## src/rtl/fpu_sched_pkg.sv

```systemverilog
// Shared types and latency table for the FPU issue scheduler.
// Build option FPU_SCHED_DIV_EN enables the divider path.
package fpu_sched_pkg;

   typedef enum logic [2:0] {
      OP_ADD = 3'd0,
      OP_MUL = 3'd1,
      OP_CMP = 3'd2,
      OP_DIV = 3'd3
   } op_e;

   typedef enum logic [1:0] {
      UNIT_ADD = 2'd0,
      UNIT_MUL = 2'd1,
      UNIT_CMP = 2'd2,
      UNIT_DIV = 2'd3
   } unit_e;

   localparam int LAT_ADD   = 3;
   localparam int LAT_MUL   = 2;
   localparam int LAT_CMP   = 1;
   localparam int LAT_DIV   = 8;
   localparam int MAXLAT    = 8;
   localparam int IDX_W     = $clog2(MAXLAT);
   // Slots carry a tag of up to TAG_MAX_W bits; the top narrows it to TAG_W.
   localparam int TAG_MAX_W = 16;

   typedef struct packed {
      logic                 valid;
      unit_e                unit;
      logic [TAG_MAX_W-1:0] tag;
   } slot_t;

   function automatic logic [3:0] op_latency(input logic [2:0] op);
      logic [3:0] lat;
      case (op)
         OP_ADD:  lat = 4'(LAT_ADD);
         OP_MUL:  lat = 4'(LAT_MUL);
         OP_CMP:  lat = 4'(LAT_CMP);
         OP_DIV:  lat = 4'(LAT_DIV);
         default: lat = 4'd1;
      endcase
      return lat;
   endfunction

   function automatic unit_e op_unit(input logic [2:0] op);
      unit_e u;
      case (op)
         OP_MUL:  u = UNIT_MUL;
         OP_CMP:  u = UNIT_CMP;
         OP_DIV:  u = UNIT_DIV;
         default: u = UNIT_ADD;
      endcase
      return u;
   endfunction

endpackage

```

## src/rtl/wb_resv_shift.sv

```systemverilog
// Writeback reservation shift register: slot[0] is the current writeback,
// every edge shifts down by one, and a new op lands at its latency index.
module wb_resv_shift
   import fpu_sched_pkg::*;
(
   input  logic              clk,
   input  logic              rst,
   input  logic              i_wr_en,
   input  logic [IDX_W-1:0]  i_wr_idx,
   input  slot_t             i_wr_slot,
   output slot_t             o_head,
   output logic [MAXLAT-1:0] o_occ
);

   slot_t r_slot [MAXLAT];

   // The issuer only writes an index whose shifted-in content is empty.
   always_ff @(posedge clk) begin
      if (rst) begin
         for (int i = 0; i < MAXLAT; i++) begin
            r_slot[i] <= '0;
         end
      end else begin
         for (int i = 0; i < MAXLAT-1; i++) begin
            r_slot[i] <= (i_wr_en && (i_wr_idx == IDX_W'(i))) ? i_wr_slot : r_slot[i+1];
         end
         r_slot[MAXLAT-1] <= (i_wr_en && (i_wr_idx == IDX_W'(MAXLAT-1))) ? i_wr_slot : '0;
      end
   end

   always_comb begin
      o_occ = '0;
      for (int i = 0; i < MAXLAT; i++) begin
         o_occ[i] = r_slot[i].valid;
      end
   end

   assign o_head = r_slot[0];

endmodule

```

## src/rtl/fpu_issue_sched.sv

```systemverilog
// FPU issue scheduler: handshake, unit start strobes, divider occupancy and
// writeback result mux. Define FPU_SCHED_DIV_EN to schedule opcode 3 (DIV).
module fpu_issue_sched
   import fpu_sched_pkg::*;
#(
   parameter int TAG_W = 5
)
(
   input  logic             clk,
   input  logic             rst,
   input  logic             in_valid,
   output logic             in_ready,
   input  logic [2:0]       in_op,
   input  logic [TAG_W-1:0] in_tag,
   output logic             issue_add,
   output logic             issue_mul,
   output logic             issue_cmp,
   output logic             issue_div,
   input  logic [31:0]      add_res,
   input  logic [31:0]      mul_res,
   input  logic [31:0]      cmp_res,
   input  logic [31:0]      div_res,
   output logic             wb_valid,
   output logic [TAG_W-1:0] wb_tag,
   output logic [31:0]      wb_data,
   output logic             busy,
   output logic             illegal
);

   logic [3:0]        w_lat;
   logic [3:0]        w_lat_m1;
   logic              w_legal;
   logic              w_slot_free;
   logic              w_div_ok;
   logic              w_div_busy;
   logic              w_accept;
   logic              w_wr_en;
   slot_t             w_wr_slot;
   slot_t             w_head;
   logic [MAXLAT-1:0] w_occ;
   logic              r_illegal;
   logic              w_unused_bits;

   assign w_lat    = op_latency(in_op);
   assign w_lat_m1 = w_lat - 4'd1;

`ifdef FPU_SCHED_DIV_EN
   logic       w_is_div;
   logic [3:0] r_div_cnt;

   assign w_is_div   = (in_op == OP_DIV);
   assign w_legal    = (in_op <= OP_DIV);
   assign w_div_ok   = !w_is_div || (r_div_cnt == 4'd0);
   assign w_div_busy = (r_div_cnt != 4'd0);
   assign issue_div  = w_wr_en && w_is_div;

   // The divider is not pipelined: one DIV occupies it for LAT_DIV edges.
   always_ff @(posedge clk) begin
      if (rst) begin
         r_div_cnt <= 4'd0;
      end else if (w_wr_en && w_is_div) begin
         r_div_cnt <= 4'(LAT_DIV);
      end else if (r_div_cnt != 4'd0) begin
         r_div_cnt <= r_div_cnt - 4'd1;
      end
   end
`else
   logic w_unused_div;

   assign w_legal      = (in_op < OP_DIV);
   assign w_div_ok     = 1'b1;
   assign w_div_busy   = 1'b0;
   assign issue_div    = 1'b0;
   assign w_unused_div = ^div_res;
`endif

   // A latency-L op lands in slot[L-1]; it collides with whatever is in slot[L] now.
   assign w_slot_free = (w_lat == 4'(MAXLAT)) || !w_occ[w_lat[IDX_W-1:0]];
   assign in_ready    = !rst && (!w_legal || (w_slot_free && w_div_ok));
   assign w_accept    = in_valid && in_ready;
   assign w_wr_en     = w_accept && w_legal;

   assign issue_add = w_wr_en && (in_op == OP_ADD);
   assign issue_mul = w_wr_en && (in_op == OP_MUL);
   assign issue_cmp = w_wr_en && (in_op == OP_CMP);

   always_comb begin
      w_wr_slot       = '0;
      w_wr_slot.valid = 1'b1;
      w_wr_slot.unit  = op_unit(in_op);
      w_wr_slot.tag   = TAG_MAX_W'(in_tag);
   end

   wb_resv_shift u_resv (
      .clk       (clk),
      .rst       (rst),
      .i_wr_en   (w_wr_en),
      .i_wr_idx  (w_lat_m1[IDX_W-1:0]),
      .i_wr_slot (w_wr_slot),
      .o_head    (w_head),
      .o_occ     (w_occ)
   );

   always_ff @(posedge clk) begin
      if (rst) begin
         r_illegal <= 1'b0;
      end else begin
         r_illegal <= w_accept && !w_legal;
      end
   end

   always_comb begin
      wb_data = 32'd0;
      if (w_head.valid) begin
         case (w_head.unit)
            UNIT_ADD: wb_data = add_res;
            UNIT_MUL: wb_data = mul_res;
            UNIT_CMP: wb_data = cmp_res;
`ifdef FPU_SCHED_DIV_EN
            UNIT_DIV: wb_data = div_res;
`endif
            default:  wb_data = 32'd0;
         endcase
      end
   end

   assign wb_valid = w_head.valid;
   assign wb_tag   = w_head.valid ? w_head.tag[TAG_W-1:0] : '0;
   assign busy     = (|w_occ) || w_div_busy;
   assign illegal  = r_illegal;

   assign w_unused_bits = ^{w_head.tag, w_lat_m1[3]};

endmodule

```

## config.mk

```make
export PLATFORM = sky130hd
export DESIGN_NAME = fpu_issue_sched
export DESIGN_NICKNAME = d
export VERILOG_FILES = /design/src/rtl/fpu_sched_pkg.sv /design/src/rtl/wb_resv_shift.sv /design/src/rtl/fpu_issue_sched.sv
export SDC_FILE = /design/constraint.sdc
export NUM_CORES = 1
export LEC_CHECK = 0
export ABC_CLOCK_PERIOD_IN_PS = 1200
export CAP_MARGIN = 20
export CORE_MARGIN = 2
export CORE_UTILIZATION = 34
export DETAILED_ROUTE_END_ITERATION = 12
export PLACE_DENSITY = 0.86
export SYNTH_ARGS = -nofsm -noshare
export SYNTH_HDL_FRONTEND = slang
export SYNTH_SLANG_ARGS = --single-unit
```

## constraint.sdc

```tcl
create_clock -name clk -period 1.2 [get_ports clk]
set_input_delay 0.18 -clock clk [delete_from_list [all_inputs] [get_ports clk]]
set_output_delay 0.18 -clock clk [all_outputs]
set_load 0.005 [all_outputs]
```

==> summary.txt <==
GRT
  • First-pass GRT wire length: 15100 um
  • All-layer global routing usage: 19.70%
  • Vias in the first global route: 3030
  • Largest net degree at the start of global routing: 62
  • Initial antenna violation count: 0
  • GR Overflow Total: 0

Synth
  • Post-synth EDFFs: 0
  • Cells after Synth: 324
  • Top cells by area, synth: dfxtp_1, mux2i_1, a21boi_0
  • Avg Synthesized Cell Area: 9.326 um^2
  • Async set-reset flop share out of synthesis: 0%
  • Post-synth cell types: 24
  • Synth cell count leaders: dfxtp_1, mux2i_1, nand2_1, nor2b_1
  • Primary FF master, synth: dfxtp_1
  • Sequential cell area fraction in the yosys report: 43.06%
  • Synth area leader: dfxtp_1
  • Synthesized area: 0.003022 mm^2
  • Register bit count reported by yosys: 65
  • Cell with the most instances after synthesis: dfxtp_1
  • Yosys warns: 0
  • Share of the synthesized area in the top cell type: 43.06%

Detailed routing
  • Via/cell ratio: 4.749
  • Residual DRC: 0
  • Wire length per cell: 16.52 um
  • Pre-antenna DRT Iters: 4
  • WL final: 10320 um
  • Final ANT Viol Nets: 0
  • DR vias: 2968
  • Iter 0 DRT Violations: 103

Clocking
  • Clk Latency, worst-skew pair: 0.32 ns
  • CTS Root Cell: clkbuf_8
  • TritonCTS clock tree: done
  • CTS max path bufs: 2
  • H-tree levels: 3
  • Total CTS buffers: 9
  • CTS Hold Bufs: 0
  • Clock-pin slew on the worst setup and hold paths: 0.06 ns
  • Sink Count: 65

Finish
  • # fillers: 653
  • N_diodes: 0
  • Post-layout util: 63.28%
  • Layout cells sized above 1: 37.91%
  • Multi-input gate area: 0.002014 mm^2
  • Area delta synth->final: 81.74%
  • Final nets: 653
  • Reg area: 0.001318 mm^2

STA
  • Max-slew violations: 0
  • Max Freq: 531.0 MHz
  • Period utilization: 156.9%
  • Worst hold slack: 0.2652 ns
  • Fin. Hold Viols: 0
  • Least-Margin Pin Slew: 0.5277 ns
  • RSZ-0062 raised after global routing: yes
  • Minimum setup slack in the final design: -0.6834 ns
  • Final setup fails: 58
  • Min Clock Period, post-route: 1.883 ns
  • Slew margin rel.: 64.82%
  • Clk_skew: 0.005583 ns

Setup path
  • Setup crit start kind: flop
  • CP cell instances: buf_12 > buf_8 > buf_4 > mux2i_1 > or2_4 > a21boi_2 > buf_2
  • Max incr delay on CP: 0.36 ns
  • CP required: 1.02 ns
  • CP max stage cell: dfxtp_4
  • Crit. End Element: primary output
  • Critical path type: reg -> out
  • Crit-path max FO: 7
  • Critical path origin: u_resv.r_slot[0][17]$_SDFF_PP0_
  • R2R Path Start: u_resv.r_slot[0][75]$_SDFF_PP0_
  • Critical path data arrival time: 1.70 ns

Pwr
  • Leak Pwr: 2.204 nW
  • Total power: 0.004578 W
  • Power density cells: 833.6 mW/mm^2
  • Worst VDD drop: 0.7880 mV

Floorplanning
  • Starting density of the core: 34.82%
  • Die Span Y: 98.27 um
  • Row Count: 34
  • Core footprint: 0.008678 mm^2
  • Die area: 0.009657 mm^2
  • Chip width: 98.27 um
  • Number of I/O pins: 184

Hold path
  • Hold Startpoint: in_op[2]
  • Class of the worst hold path: in -> reg

Status
  • Status: finished, violations left
  • Failing checks: setup timing

Run
  • Max-cap violations: 0

Place
  • DP HPWL: 6666 um
  • Port Buffer Count: 150
  • Final GP Congestion: 0.8457
what timing repair did:
| item | CTS | global route |
|---|---|---|
| buffers inserted | 16 | 4 |
| gates resized for setup | 251 | 22 |
| setup endpoints to repair | 65 | 64 |
| gates cloned | 2 | 3 |
| pin swaps | 20 | 21 |
power by group:
part | total, W | switching (W) | internal [W]
Combinational | 0.000923 | 0.000304 | 0.000619
Sequential | 0.00224 | 0.0000213 | 0.00222
Clock | 0.00141 | 0.000687 | 0.000726
Total | 0.00458 | 0.00101 | 0.00357
cell families (layout without fill, tap and decap cells):
| kind of cell | Yosys count | in the layout | synth area share (%) |
|---|---|---|---|
| buffers and inverters | 27 | 212 | 3.975 |
| and+or+nand+nor | 144 | 144 | 27.54 |
| muxes | 48 | 48 | 15.94 |
| DFF | 65 | 65 | 43.06 |
| other | 1 | 9 | 0.1241 |
| AOI/OAI and AO/OA | 39 | 39 | 9.358 |
sequential cells by signal (all words and copies together), names as in the netlist:
register	count
illegal	1
u_resv.r_slot	64
stage by stage:
stage / setup WS (ns) / std cells / cell area [um^2] / setup TNS, ns
floorplan: -0.04132 / 332 / 3226 / -0.8265
global placement: -0.7552 / 588 / 4928 / -34.36
detailed placement: -0.7644 / 588 / 4928 / -36.08
CTS: -0.6776 / 620 / 5310 / -20.25
global route: -0.7204 / 625 / 5492 / -23.61
finish: -0.6834 / 625 / 5492 / -20.31
layout by cell type, fill, tap and decap left out, types with 21 or more instances in the layout:
master           count
a21boi_2            31
buf_4               22
buf_2               40
nand2_1             33
nand2b_1            21
nor2b_1             33
dfxtp_1             60
mux2i_1             44
or2_4               32
clkdlybuf4s50_1    101
critical path: cells and delay by family (launching register included):
kind,cells,cell delay (ns)
flops,1,0.36
mux,1,0.13
simple gates,1,0.25
compound gates,1,0.11
buf+inv,4,0.54
per-layer routing:
metal / global-route usage [%] / up-vias / routed length [um]
li1: - / 1432 / -
met1: 19.78 / 1388 / 3767
met2: 36.83 / 114 / 5298
met3: 5.941 / 34 / 711
met4: 9.589 / 0 / 544
met5: 0 / - / 0
final timing paths:
kind	end	slack (ns)	depth (start not counted)
max	wb_data[24]	-0.68	7
min	illegal$_SDFF_PP0_	0.27	3
max reg2reg	u_resv.r_slot[0][40]$_SDFF_PP0_	-0.16	5
min reg2reg	u_resv.r_slot[0][111]$_SDFF_PP0_	0.43	1
area by class of cell:
class | instances | area share [%]
multi-input combinational | 240 | 36.68
clock inverter | 1 | 0.09114
inverter | 2 | 0.1367
timing repair buffer | 196 | 34.11
clock buffer | 13 | 2.529
sequential | 65 | 23.99
tap | 108 | 2.461
No activity file was read; power rests on OpenSTA's default activity.
